## config.mk

```make
export PLATFORM = sky130hd
export DESIGN_NAME = iir_cascade_scheduler
export DESIGN_NICKNAME = d
export VERILOG_FILES = /design/src/rtl/iir_sched_pkg.sv /design/src/rtl/iir_coef_bank.sv /design/src/rtl/iir_cascade_scheduler.sv
export SDC_FILE = /design/constraint.sdc
export NUM_CORES = 1
export LEC_CHECK = 0
export BUFFER_PORTS_ARGS = -buffer_cell sky130_fd_sc_hd__buf_2
export CAP_MARGIN = 30
export CORE_MARGIN = 2
export CORE_UTILIZATION = 55
export CTS_BUF_LIST = sky130_fd_sc_hd__clkbuf_4
export DETAILED_ROUTE_END_ITERATION = 8
export PLACE_DENSITY = 0.79
export SYNTH_ARGS = -nofsm -noshare
export SYNTH_HDL_FRONTEND = slang
export SYNTH_SLANG_ARGS = --single-unit
export TNS_END_PERCENT = 1
```

## constraint.sdc

```tcl
create_clock -name clk -period 1.93 [get_ports clk]
set_input_delay 0.0965 -clock clk [delete_from_list [all_inputs] [get_ports clk]]
set_output_delay 0.0965 -clock clk [all_outputs]
set_load 0.02 [all_outputs]
```

## src/rtl/iir_sched_pkg.sv

```systemverilog
// Shared types and constants for the IIR cascade scheduler.
// Holds the scheduler state enum and the coefficient reset values.
package iir_sched_pkg;

    typedef enum logic [1:0] {
        IDLE   = 2'd0,
        LAUNCH = 2'd1,
        WAIT   = 2'd2,
        DONE   = 2'd3
    } sched_state_e;

    localparam logic [31:0] COEF_A_RST = 32'h4000_0000;
    localparam logic [31:0] COEF_B_RST = 32'hc77f_fc00;

endpackage

```

## src/rtl/iir_coef_bank.sv

```systemverilog
// Shadow/active coefficient storage for the time-multiplexed sections.
// Ports: clk, rst_n; shadow write (we, waddr, wdata_a/b); copy strobe;
// combinational read of the active bank (raddr -> rdata_a/b).
module iir_coef_bank
    import iir_sched_pkg::*;
#(
    parameter int NUM_SECTIONS = 4,
    parameter int AW           = 2
) (
    input  logic          clk,
    input  logic          rst_n,
    input  logic          we,
    input  logic [AW-1:0] waddr,
    input  logic [31:0]   wdata_a,
    input  logic [31:0]   wdata_b,
    input  logic          copy,
    input  logic [AW-1:0] raddr,
    output logic [31:0]   rdata_a,
    output logic [31:0]   rdata_b
);

    logic [31:0] sh_a_q  [NUM_SECTIONS];
    logic [31:0] sh_b_q  [NUM_SECTIONS];
    logic [31:0] act_a_q [NUM_SECTIONS];
    logic [31:0] act_b_q [NUM_SECTIONS];
    logic [31:0] sh_a_d  [NUM_SECTIONS];
    logic [31:0] sh_b_d  [NUM_SECTIONS];
    logic [31:0] act_a_d [NUM_SECTIONS];
    logic [31:0] act_b_d [NUM_SECTIONS];

    // The copy reads the registered shadow, so a same-cycle write
    // lands in the shadow only and is not part of this commit.
    always_comb begin
        sh_a_d  = sh_a_q;
        sh_b_d  = sh_b_q;
        act_a_d = act_a_q;
        act_b_d = act_b_q;
        if (copy) begin
            act_a_d = sh_a_q;
            act_b_d = sh_b_q;
        end
        if (we && (int'(waddr) < NUM_SECTIONS)) begin
            sh_a_d[waddr] = wdata_a;
            sh_b_d[waddr] = wdata_b;
        end
    end

    always_ff @(posedge clk or negedge rst_n) begin
        if (!rst_n) begin
            for (int i = 0; i < NUM_SECTIONS; i++) begin
                sh_a_q[i]  <= COEF_A_RST;
                sh_b_q[i]  <= COEF_B_RST;
                act_a_q[i] <= COEF_A_RST;
                act_b_q[i] <= COEF_B_RST;
            end
        end else begin
            sh_a_q  <= sh_a_d;
            sh_b_q  <= sh_b_d;
            act_a_q <= act_a_d;
            act_b_q <= act_b_d;
        end
    end

    assign rdata_a = act_a_q[raddr];
    assign rdata_b = act_b_q[raddr];

endmodule

```

## src/rtl/iir_cascade_scheduler.sv

```systemverilog
// Schedules NUM_SECTIONS cascaded IIR sections onto one shared section.
// Ports: s_* sample in, m_* sample out, cfg_* coefficient load/commit,
// sec_* shared-section launch/operands/result, busy status.
module iir_cascade_scheduler
    import iir_sched_pkg::*;
#(
    parameter int WORD_LENGTH_X   = 23,
    parameter int NUM_SECTIONS    = 4,
    parameter int SECTION_LATENCY = 3,
    localparam int W  = WORD_LENGTH_X + 8,
    localparam int AW = (NUM_SECTIONS > 1) ? $clog2(NUM_SECTIONS) : 1
) (
    input  logic          clk,
    input  logic          rst_n,
    input  logic          s_valid,
    output logic          s_ready,
    input  logic [W-1:0]  s_data,
    output logic          m_valid,
    input  logic          m_ready,
    output logic [W-1:0]  m_data,
    input  logic          cfg_we,
    input  logic [AW-1:0] cfg_addr,
    input  logic [31:0]   cfg_coef_a,
    input  logic [31:0]   cfg_coef_b,
    input  logic          cfg_commit,
    output logic          sec_start,
    output logic [W-1:0]  sec_x,
    output logic [31:0]   sec_coef_a,
    output logic [31:0]   sec_coef_b,
    input  logic [W-1:0]  sec_y,
    output logic          busy
);

    localparam int CW = (SECTION_LATENCY > 1) ? $clog2(SECTION_LATENCY) : 1;
    localparam logic [AW-1:0] LAST_IDX = AW'(NUM_SECTIONS - 1);
    localparam logic [CW-1:0] LAST_CNT = CW'(SECTION_LATENCY - 1);

    sched_state_e  state_q, state_d;
    logic [AW-1:0] idx_q, idx_d;
    logic [CW-1:0] cnt_q, cnt_d;
    logic [W-1:0]  work_q, work_d;
    logic          pend_q, pend_d;
    logic          armed_q, armed_d;
    logic          accept, last_wait, copy_fire;

    assign accept    = s_valid && s_ready;
    assign last_wait = (state_q == WAIT) && (cnt_q == LAST_CNT);

    // Commit waits for an idle cycle with no accept so that the
    // active bank never changes while a sample is in flight.
    assign copy_fire = (pend_q || cfg_commit) && (state_q == IDLE) && !accept;

    always_ff @(posedge clk or negedge rst_n) begin
        if (!rst_n) state_q <= IDLE;
        else        state_q <= state_d;
    end

    always_comb begin
        state_d = state_q;
        unique case (state_q)
            IDLE:    if (accept) state_d = LAUNCH;
            LAUNCH:  state_d = WAIT;
            WAIT:    if (last_wait) state_d = (idx_q == LAST_IDX) ? DONE : LAUNCH;
            DONE:    if (m_ready) state_d = IDLE;
            default: state_d = IDLE;
        endcase
    end

    always_comb begin
        s_ready   = (state_q == IDLE) && armed_q;
        busy      = (state_q != IDLE);
        sec_start = (state_q == LAUNCH);
        m_valid   = (state_q == DONE);
        m_data    = (state_q == DONE) ? work_q : '0;
        sec_x     = work_q;
    end

    always_comb begin
        idx_d   = idx_q;
        cnt_d   = cnt_q;
        work_d  = work_q;
        armed_d = 1'b1;
        pend_d  = (pend_q || cfg_commit) && !copy_fire;
        if (accept) begin
            work_d = s_data;
            idx_d  = '0;
        end
        if (state_q == LAUNCH) cnt_d = '0;
        if (state_q == WAIT)   cnt_d = cnt_q + CW'(1);
        if (last_wait) begin
            work_d = sec_y;
            if (idx_q != LAST_IDX) idx_d = idx_q + AW'(1);
        end
    end

    always_ff @(posedge clk or negedge rst_n) begin
        if (!rst_n) begin
            idx_q   <= '0;
            cnt_q   <= '0;
            work_q  <= '0;
            pend_q  <= 1'b0;
            armed_q <= 1'b0;
        end else begin
            idx_q   <= idx_d;
            cnt_q   <= cnt_d;
            work_q  <= work_d;
            pend_q  <= pend_d;
            armed_q <= armed_d;
        end
    end

    iir_coef_bank #(
        .NUM_SECTIONS (NUM_SECTIONS),
        .AW           (AW)
    ) u_bank (
        .clk     (clk),
        .rst_n   (rst_n),
        .we      (cfg_we),
        .waddr   (cfg_addr),
        .wdata_a (cfg_coef_a),
        .wdata_b (cfg_coef_b),
        .copy    (copy_fire),
        .raddr   (idx_q),
        .rdata_a (sec_coef_a),
        .rdata_b (sec_coef_b)
    );

endmodule
```

# --- Word-level counts from Yosys, hierarchy flattened ---
# Index checks and enable logic that the tools add are counted.
op_classes:
  n_mux: 23
  n_eq_ne: 9
  bitwise_logic: 2
  add_sub_neg: 2
  reduce_logical: 15
  magnitude_cmp: 3
op_table:
  columns: ["operator", "n"]
  rows:
  - ["128-bit bitwise mux", 2]
  - ["32-bit 2-to-1 mux", 5]
  - ["32-bit binary-select mux with 2-bit select", 2]
  - ["31-bit 2-to-1 mux", 3]
  - ["32-bit demux with 2-bit select", 1]
  - ["2-bit 2-to-1 mux", 9]
  - ["2-bit equality test, second input constant", 4]
  - ["2-bit case mux with 4 select lines", 1]
  - ["1-bit logical AND", 7]
  - ["3-bit >= comparator, second input constant", 2]
  - ["2-bit != test, second input constant", 3]
  - ["2-bit NOT with 3-bit output", 2]
  - ["2-bit nonzero test", 3]
  - ["2-bit by 1-bit adder with 2-bit output, second input constant", 2]
  - ["3-bit by 1-bit less-than comparator with 1-bit output, second input constant", 1]
  - ["3-bit AND reduction", 1]
  - ["2-bit by 1-bit equality test with 1-bit output, second input constant", 1]
  - ["1-bit logical NOT", 2]
  - ["2-bit logical NOT", 1]
  - ["2-bit by 1-bit != test with 1-bit output, second input constant", 1]
  - ["1-bit logical OR", 1]
totals:
  elab_cells: 76
  out_inout_bits: 130
  inputBits: 134
  register_bits: 551

# --- Logic depth before layout (Yosys ltp) ---
logic_depth:
  ltp_word: 7
  depth_mapped: 8
  ltp_nobuf: 5

# --- Hierarchy ---
# Synthesis repeated with hierarchy kept, for this count alone.
hier_totals:
  hier_cells: 1376
  hier_area_um2: 22884.4
modules_own_cells:
  columns: ["mod", "cells_each", "instances", "seq_area_each_um2", "area_per_inst_um2"]
  rows:
  - ["iir_coef_bank", 1161, 1, 13002.5, 20781.2]
  - ["iir_cascade_scheduler", 215, 1, 975.9, 2103.3]

# --- Least setup slack after synthesis ---
# OpenSTA, ideal clock, no wires.
synth_timing:
  path_kind: "reg-to-reg"
  startpoint: "register state_q[0]"
  endpoint: "register u_bank.act_a_q[0] (netlist name)"
  path_stages_with_launch: 9
  setup_slack_ns: 0.006
  arrival_ns: 1.799
  path_buffers: 3
  required_ns: 1.805
  setup_time_ns: 0.125
  path_cell_list: "dfrtp_1 > inv_1 > ha_1 > a21boi_2 > and2b_1 > buf_4 > buf_12 > buf_12 > mux2_4"
synth_between:
  elab_chain_len: 5
  word_cells_on_any_way: 6
  classes_between: "reduce/logical (6)"
synth_rtl:
  columns: ["element", "line_no", "rtl"]
  rows:
  - ["start: declaration", "iir_cascade_scheduler.sv:38", "sched_state_e state_q, state_d;"]
  - ["start signal: assignment", "iir_cascade_scheduler.sv:55", "else state_q <= state_d;"]
  - ["2-bit logical NOT *", "iir_cascade_scheduler.sv:51, iir_cascade_scheduler.sv:70", null]
  - ["1-bit logical AND", "iir_cascade_scheduler.sv:70", "s_ready = (state_q == IDLE) && armed_q;"]
  - ["1-bit logical AND", "iir_cascade_scheduler.sv:46", "assign accept = s_valid && s_ready;"]
  - ["1-bit logical NOT", "iir_cascade_scheduler.sv:51", "assign copy_fire = (pend_q || cfg_commit) && (state_q == IDLE) && !accept;"]
  - ["1-bit logical AND *", "iir_cascade_scheduler.sv:51", null]
  - ["end signal: assignment", "iir_coef_bank.sv:59", "act_a_q <= act_a_d;"]
  - ["end: declaration", "iir_coef_bank.sv:24", "logic [31:0] act_a_q [NUM_SECTIONS];"]
# Mark *: on every way between the ends. The rest lies on a longest branch, timed or not.
# A chain may end at the register's enable or synchronous reset.

# --- Worst setup path after layout ---
layout_timing:
  startpoint: "register idx_q[0]"
  endpoint: "output sec_coef_a[6]"
layout_between:
  elab_chain_len: 4
layout_rtl:
  columns: ["element", "line_no", "rtl"]
  rows:
  - ["start: declaration", "iir_cascade_scheduler.sv:39", "logic [AW-1:0] idx_q, idx_d;"]
  - ["start signal: assignment", "iir_cascade_scheduler.sv:104", "idx_q <= idx_d;"]
  - ["2-bit NOT with 3-bit output (not written as such)", "iir_coef_bank.sv:64", "assign rdata_a = act_a_q[raddr];"]
  - ["32-bit binary-select mux with 2-bit select", "iir_coef_bank.sv:64", null]
  - ["32-bit 2-to-1 mux (not written as such) (2 in a row)", "iir_coef_bank.sv:64", null]
  - ["end: declaration", "iir_cascade_scheduler.sv:28", "output logic [31:0] sec_coef_a,"]
# Every way passes these cells. The select of a mux whose other input is x is not followed.

==> flow_metrics.env <==
export IMPL_combPwrFrac_pct=37.5
export IMPL_core_rowCount=76
export IMPL_htreeDepth=4
export IMPL_grt_start_max_net_pins=91
export IMPL_antenna_found_initial=4
export IMPL_drt_total_wl_mm=55.5
export IMPL_cts_sinks=551
export IMPL_dpl_cell_area_um2=26000
export IMPL_layout_common_cells="dfrtp_1, mux2_2, buf_2"
export IMPL_route_detailed_drc=0
export IMPL_p_leak_uw=0.0137
export IMPL_clkPwrFrac_pct=21.6
export IMPL_worstPathCellList="buf_12 -> buf_6 -> mux4_2 -> buf_2"
export IMPL_die_area_um2=44900
export IMPL_post_dp_hpwl_mm=30.0
export IMPL_maxSlewViolCount=0
export IMPL_worst_path_max_fanout=6
export IMPL_switching_power_uw=14700
export IMPL_netSwitchingFraction_pct=31.5
export IMPL_reg2reg_depth=7
export IMPL_worst_pin_slew_ps=522
export IMPL_cpLargestDelayFamily="multiplexers"
export IMPL_grt_ovfl_total=0
export IMPL_pwr_share_seq_pct=40.8
export IMPL_crit_buf_inv=3
export IMPL_yosys_cell_types_count=30
export IMPL_multi_input_area_um2=9120
export IMPL_setup_viol=97
export IMPL_synth_avg_cell_area_um2=17.3
export IMPL_power_density_nw_per_um2=1540
export IMPL_numCtsBuffers=147
export IMPL_die_w_um=212
export IMPL_insertion_delay_ps=880
export IMPL_internal_power_uw=32000
export IMPL_maxCapViolCount=0
export IMPL_ant_nets=0
export IMPL_portBuffers=263
export IMPL_yosysWarnings=0
export IMPL_arrival_ps=2340
export IMPL_whs_ps=56.3
export IMPL_start_kind="flop"
export IMPL_die_h_um=212
export IMPL_cts_tree="done"
export IMPL_viasPerCell=5.33
export IMPL_dr_pass1_iters=5
export IMPL_final_nets=2118
export IMPL_hold_viol=0
export IMPL_core_um2=42900
export IMPL_grt_pass1_wl_mm=87.1
export IMPL_vdd_ir_drop_max_uv=903
export IMPL_critPathKind="reg -> out"
export IMPL_via_count=14263
export IMPL_setup_tns_ps=-35940
export IMPL_fmax_mhz=411
export IMPL_regArea_um2=14000
export IMPL_slowest_stage="mux4_2"
export IMPL_critPathRequiredTime_ps=1830
export IMPL_initial_core_util_pct=55.4
export IMPL_failed_checks="negative setup slack"
export IMPL_rsz0062_at_grt="yes"
export IMPL_drive_gt1_share_pct=62.5
export IMPL_layout_min_cycle_time_ps=2440
export IMPL_first_global_vias=16079
export IMPL_grt_usage_pct=25.2
export IMPL_nFillCells=2668
export IMPL_cpPeakStageDelay_ps=550
export IMPL_layout_area_overhead_vs_synth_pct=27.2
export IMPL_layout_cells_non_filler=2674
export IMPL_initialDrtViolationCount=723
export IMPL_synth_cells=1377
export IMPL_maxSlewHeadroom_pct=65.2
export IMPL_clock_skew_ps=47.8
export IMPL_wl_per_cell_um=20.8
export IMPL_syn_cell_area_um2=23800
export IMPL_whs_path_depth=3
export IMPL_cts_reportedPaths_clkPinSlew_ps=70
export IMPL_outcome="finished, violations left"
export IMPL_setup_slack_ps=-506
export IMPL_final_area_um2=30200
export IMPL_cp_num_cells=4
export IMPL_p_total_uw=46700
export IMPL_hold_path_class="in -> reg"
export IMPL_clockBufferDepth=3
export IMPL_synth_seq_cells=551
export IMPL_syn_nets=1518
export IMPL_io_pins=264
export IMPL_yosysSeqAreaShare_pct=58.8
export IMPL_end_kind="output pin"
export IMPL_gp_congestion=0.726
export IMPL_final_common_cell="dfrtp_1"
export IMPL_post_route_period_util_pct=126
export IMPL_dp_cells=2204
export IMPL_cts_root_buf="clkbuf_4"
[stage by stage]
stage / setup WS (ps) / util, %
floorplan: 6.06 / -
global placement: 60.6 / 60.6
detailed placement: 15.9 / 60.6
CTS: -612 / 69.9
global route: -638 / 70.5
finish: -506 / 70.5
[per-layer routing]
metal,up-vias,GRT usage [%],share of wire (%)
met5,-,0,0
met4,0,9.57,2.4
met3,130,6.66,5.2
met2,424,42.5,51
met1,7421,31.2,41
li1,6288,-,-
[area by class of cell]
cell class	count	share of cell area [%]
Tap cell	585	2.42
Sequential cell	551	46.3
Inverter	6	0.0745
Clock buffer	217	5.39
Multi-Input combinational cell	737	30.2
Clock inverter	36	0.629
Timing Repair Buffer	534	15.0
Antenna cell	8	0.0662
[kinds of logic (layout without fill, tap and decap cells)]
| group | after synthesis | in the layout | synth area share, % |
|---|---|---|---|
| AND/OR/NAND/NOR | 82 | 82 | 1.78 |
| flip-flops | 551 | 551 | 58.8 |
| adder cells (fa/ha/maj) | 7 | 7 | 0.369 |
| AO/OA/AOI/OAI | 39 | 39 | 0.895 |
| multiplexers | 608 | 608 | 34.8 |
| buffers and inverters | 89 | 793 | 3.28 |
| other | 1 | 9 | 0.0158 |
[registers in the layout, summed over array words and instances, names as in the netlist]
signal          count
sec_x              31
u_bank.act_b_q    128
cnt_q               2
armed_q             1
idx_q               2
u_bank.act_a_q    128
state_q             2
pend_q              1
u_bank.sh_b_q     128
u_bank.sh_a_q     128
[worst reg2reg max path, stage by stage, from the launching register on]
cell	delay, ps
dfrtp_1	390
inv_2	90
ha_4	140
a21boi_4	170
and2b_4	220
buf_12	190
buf_12	200
mux2_2	360
[timing repair]
action / 4_1_cts / 5_1_grt
endpoints found under the hold margin: 844 / 0
gates cloned: 1 / 2
hold buffers: 203 / 0
gates resized for setup: 21 / 53
pin swaps: 1 / 0
setup endpoints to repair: 98 / 250
setup buffers: 3 / 0
[synthesized netlist by cell type (all sizes together)]
cell | instances | share of area (%)
mux2 | 512 | 27
dfrtp | 399 | 42
dfstp | 152 | 17
buf | 68 | 2.9
mux4 | 64 | 6.1
o21ai | 35 | 0.74
nand2 | 33 | 0.52
and2 | 32 | 0.84
mux2i | 32 | 1.3
clkbuf | 15 | 0.24
ha | 7 | 0.37
inv | 6 | 0.095
nand3 | 5 | 0.11
nand3b | 4 | 0.13
nor2 | 3 | 0.047
nor2b | 2 | 0.053
a21boi | 1 | 0.047
a31oi | 1 | 0.026
a32oi | 1 | 0.037
and2b | 1 | 0.032
conb | 1 | 0.016
nor3 | 1 | 0.021
nor3b | 1 | 0.032
o41a | 1 | 0.047
[final timing paths]
kind	to	slack (ps)	from
max in group asynchronous	u_bank.sh_a_q[72]	840	rst_n
min in group asynchronous	u_bank.sh_b_q[98]	440	rst_n
worst max register to register	u_bank.act_a_q[125]	50	state_q[0]
worst min register to register	u_bank.act_b_q[59]	470	u_bank.sh_b_q[59]
worst min-delay path	u_bank.sh_a_q[121]	60	cfg_coef_a[25]
worst max-delay path	sec_coef_a[6]	-510	idx_q[0]
[power groups by stage]
stage / combinational, uW / sequential (uW) / clock (uW)
3_3_place_gp: 15800 / 18800 / 0
6_report: 17500 / 19100 / 10100
3_5_place_dp: 16300 / 19100 / 0
5_1_grt: 18500 / 19500 / 11100
2_1_floorplan: 12500 / 18500 / 0
4_1_cts: 17000 / 18900 / 10400
(Power assumes the default switching activity.)
